**src/rtl/crc_pkg.sv**
```systemverilog
// Shared definitions for the USB CRC16 checker: FSM state encoding, default
// polynomial / preset / residual constants and the single-bit CRC update.
`timescale 1ns/1ps

package crc_pkg;

  // Generator polynomial with the implicit x^16 term omitted.
  localparam logic [15:0] CRC_POLY_DEF     = 16'h8005;
  // Register preset loaded at start of packet.
  localparam logic [15:0] CRC_INIT_DEF     = 16'hFFFF;
  // Remainder left behind by a packet whose appended CRC is intact.
  localparam logic [15:0] CRC_RESIDUAL_DEF = 16'h800D;

  // Width of the optional accumulated-bit counter (saturates at 2047).
  localparam int unsigned BITCNT_W = 11;

  typedef enum logic [1:0] {
    ST_IDLE  = 2'd0,
    ST_ACCUM = 2'd1,
    ST_DONE  = 2'd2
  } crc_state_e;

  // One serial step: feedback is the outgoing MSB XOR the incoming data bit.
  function automatic logic [15:0] crc16_step(
    input logic [15:0] crc,
    input logic        din,
    input logic [15:0] poly
  );
    logic fb;
    fb = crc[15] ^ din;
    return {crc[14:0], 1'b0} ^ (fb ? poly : 16'h0000);
  endfunction

endpackage

```
**src/rtl/crc16_bitcnt.sv**
```systemverilog
// Saturating count of bits accumulated into the CRC for the current packet.
// Only instantiated when CRC_BITCNT_EN is defined.
`timescale 1ns/1ps

module crc16_bitcnt
  import crc_pkg::*;
(
  input  logic                clk,
  input  logic                n_rst,
  input  logic                clear,  // start of packet or soft clear
  input  logic                inc,    // one bit accumulated this cycle
  output logic [BITCNT_W-1:0] count
);

  localparam logic [BITCNT_W-1:0] CNT_MAX = '1;

  logic [BITCNT_W-1:0] count_q;
  logic [BITCNT_W-1:0] count_d;

  // Next count: a clear restarts at 0 (or 1 when the packet's first bit
  // arrives with the clear), otherwise count up and stick at the maximum.
  always_comb begin
    // NOTE: every variable gets a default first so no path leaves it
    // unassigned, which would infer a latch.
    count_d = count_q;
    if (clear) begin
      count_d = {{(BITCNT_W-1){1'b0}}, inc};
    end else if (inc && (count_q != CNT_MAX)) begin
      count_d = count_q + 1'b1;
    end
  end

  // Counter register with synchronous active-low reset.
  always_ff @(posedge clk) begin
    // NOTE: sequential state uses non-blocking assignments so every flop
    // samples pre-edge values regardless of block ordering.
    if (!n_rst) begin
      count_q <= '0;
    end else begin
      count_q <= count_d;
    end
  end

  assign count = count_q;

endmodule

```
**config.mk**
```make
export PLATFORM = sky130hd
export DESIGN_NAME = crc16_bitcnt
export DESIGN_NICKNAME = d
export VERILOG_FILES = /design/src/rtl/crc_pkg.sv /design/src/rtl/crc16_bitcnt.sv
export SDC_FILE = /design/constraint.sdc
export NUM_CORES = 1
export LEC_CHECK = 0
export CAP_MARGIN = 20
export CELL_PAD_IN_SITES_DETAIL_PLACEMENT = 1
export CELL_PAD_IN_SITES_GLOBAL_PLACEMENT = 2
export CORE_MARGIN = 2
export CORE_UTILIZATION = 27
export DETAILED_ROUTE_END_ITERATION = 8
export GPL_ROUTABILITY_DRIVEN = 0
export MAX_ROUTING_LAYER = met4
export PLACE_DENSITY = 0.82
export SYNTH_ARGS = -nofsm -noshare
export SYNTH_HDL_FRONTEND = slang
export SYNTH_SLANG_ARGS = --single-unit
```
**constraint.sdc**
```tcl
create_clock -name clk -period 1.5 [get_ports clk]
set_input_delay 0.45 -clock clk [delete_from_list [all_inputs] [get_ports clk]]
set_output_delay 0.45 -clock clk [all_outputs]
set_load 0.03 [all_outputs]
```
==> results.yml <==
power:
  power_frac_seq_pct: 53.2
  switchingPower_w: 0.0001437
  powerDensity_nw_per_um2: 680.2
  power_w: 0.0005677
  intPower_w: 0.0004239
  p_leak_nw: 0.3235
  combPwrFrac_pct: 9.6
  power.share.clock_pct: 37.1
  p_sw_share_pct: 25.32
  peakVddDrop_mv: 0.5891
routing:
  ant_nets: 0
  drc: 0
  drtIter0Drc: 11
  first_pass_iters: 4
  wl_met2_um: 932
  avgRoutedWirePerCell_um: 16.67
  via_per_inst: 5.542
  route.met3.wl_um: 92
  vias: 654
  routed.top_layer: "met3"
  met1Wirelength_um: 942
  wl_mm: 1.967
clock_network:
  cts.reportedPaths.clkPinSlew_ns: 0.07
  cts_buffer_depth: 2
  cts_tree: "built"
  clock_latency_ns: 0.27
  post_cts_buffers: 0
  clockRootBuffer: "clkbuf_4"
  cts_made_buffers: 3
  cts.sinks: 11
  h-tree-depth: 1
logic_synthesis:
  synth_edf_count: 0
  syn_area_um2: 623.1
  syn_inst: 69
  postSynth.asyncResetShare_pct: 0
  synth_area_per_cell_um2: 9.030
  ys_types: 33
  synth_ff_type: "dfxtp_1"
  syn-num-nets: 74
  synth_seq_area_share_pct: 35.34
  synth_warnings: 0
  ys_ff_latch: 11
global_routing:
  grt_pass1_wl_mm: 3.215
  grt_overflow: 0
  grt_antenna_before_repair: 0
  grt_max_degree: 11
  grt.total_usage_pct: 16.87
  grt_pass1_vias: 671
sta:
  fin_crit_ns: 1.437
  fmax_ghz: 0.6959
  hold_viol: 0
  relSlewSlack_pct: 76.53
  finClkSkew_ns: 0.001964
  setup_viol: 0
  rsz0062_at_grt: "yes"
  drv_slew: 0
  tightest_slew_ns: 0.3521
  fin_crit_sh_pct: 95.80
critical_path:
  cp-end-kind: "primary output"
  crit_required_ns: 1.05
  path_class: "reg2out"
  crit_start: "count[4]"
  crit_path_max_fanout: 5
  start_kind: "flip-flop"
  slowest_delay_ns: 0.39
  r2r-start: "count[0]"
  critPathSlowestCell: "dfxtp_1"
  crit_path_frequent_cell: "buf_4"
  critPathArrivalTime_ns: 0.99
  timing.critical_path.cells: "buf_4 > buf_4"
floorplanning:
  die_area_um2: 2708
  fp.dieH_um: 52.04
  initial_utilization_pct: 28.44
  rows: 17
  die_w_um: 52.04
  ios: 15
  core-area_um2: 2191
place:
  io_buffer_count: 14
  hpwl_mm: 1.415
layout:
  diodes: 0
  finish.utilization_pct: 38.09
  largest_reg_flops: 11
  syn_to_final_growth_pct: 33.94
  nets: 96
  final_layout_size_suffix_gt1_share_pct: 33.33
flow_run:
  max-cap-violations: 0
min_path:
  min_path_type: "reg2reg"
  holdCritStartpoint: "count[6]"
outcome:
  outcome: "finished clean"
cells by family (layout without fill, tap and decap cells):
group,count (synthesis),count (layout),synth area share (%)
buffers and inverters,6,27,6.023
flip-flops,11,11,35.34
adder cells (fa/ha/maj),1,1,2.008
AND/OR/NAND/NOR,28,28,28.31
AO/OA/AOI/OAI,23,23,28.31
worst paths after layout:
check / end / slack (ns) / cells after the start
max: count[4] / 0.06 / 2
max reg2reg: count[9] / 0.07 / 4
min reg2reg: count[6] / 0.57 / 2
min: count[6] / 0.57 / 2
layer usage:
layer | global-route usage (%) | vias to the layer above
li1 | - | 319
met1 | 21.25 | 322
met2 | 26.37 | 13
met3 | 5.172 | 0
met4 | 3.947 | 0
met5 | - | -
placed cells by master (no fill, tap or decap), drive strengths merged, types with 2 or more instances in the layout:
cell           Yosys  routed
nand2b             2       2
o2111a             2       2
o21ai              3       3
nand2              5       5
a41oi              3       3
a21oi              3       3
clkdlybuf4s50      0       2
dfxtp             11      11
clkbuf             0       5
nand3              4       4
nor3               2       2
buf                5      17
and3               4       4
a211oi             4       4
and4               4       4
a31oi              3       3
worst max-delay path, delay by kind of cell (launching register included):
family | cells | cell delay (ns)
flip-flops | 1 | 0.39
buffers and inverters | 2 | 0.32
layout make-up:
cell class / instances / area, µm²
Multi-Input combinational cell: 52 / 374.1
Timing Repair Buffer: 22 / 171.4
Sequential cell: 11 / 224.0
Clock buffer: 4 / 26.28
Fill cell: 269 / 1356
Inverter: 1 / 3.754
Tap cell: 28 / 35.03
Yosys cell counts, types with 2 or more instances:
| cell type | count | area share (%) |
|---|---|---|
| dfxtp_1 | 11 | 35 |
| nand2_1 | 5 | 3.0 |
| and3_1 | 4 | 4.0 |
| a211oi_1 | 3 | 3.6 |
| a21oi_1 | 3 | 2.4 |
| a31oi_1 | 3 | 3.0 |
| a41oi_1 | 3 | 4.2 |
| and4_1 | 3 | 4.2 |
| buf_2 | 3 | 2.4 |
| nand3_1 | 3 | 2.4 |
| o21ai_0 | 3 | 2.4 |
| nand2b_1 | 2 | 2.0 |
| nor3_1 | 2 | 1.6 |
| o2111a_1 | 2 | 3.6 |
stage by stage:
step	instances	hold slack, ns	instance area (µm²)	setup WS (ns)	TNS, ns
floorplan	69	0.5686	625.6	0.004980	0
global placement	114	0.5464	804.5	-0.3152	-2.464
detailed placement	114	0.5561	804.5	-0.3838	-2.939
CTS	118	0.5722	828.3	0.01018	0
global route	118	0.6097	834.6	-0.03445	-0.03445
finish	118	0.5699	834.6	0.06307	0
power by group through the flow:
stage               clock [W]  combinational, W  sequential, W
CTS                  0.000216         0.0000562       0.000302
global route         0.000235         0.0000604       0.000303
finish               0.000211         0.0000548       0.000302
global placement            0         0.0000575       0.000309
floorplan                   0         0.0000164       0.000317
detailed placement          0         0.0000589       0.000309
repair_timing:
| action | in CTS | in global routing |
|---|---|---|
| hold buffers | 0 | 0 |
| cloned | 0 | 0 |
| gates resized for setup | 4 | 6 |
| setup endpoints to repair | 6 | 6 |
(Power assumes the default switching activity.)
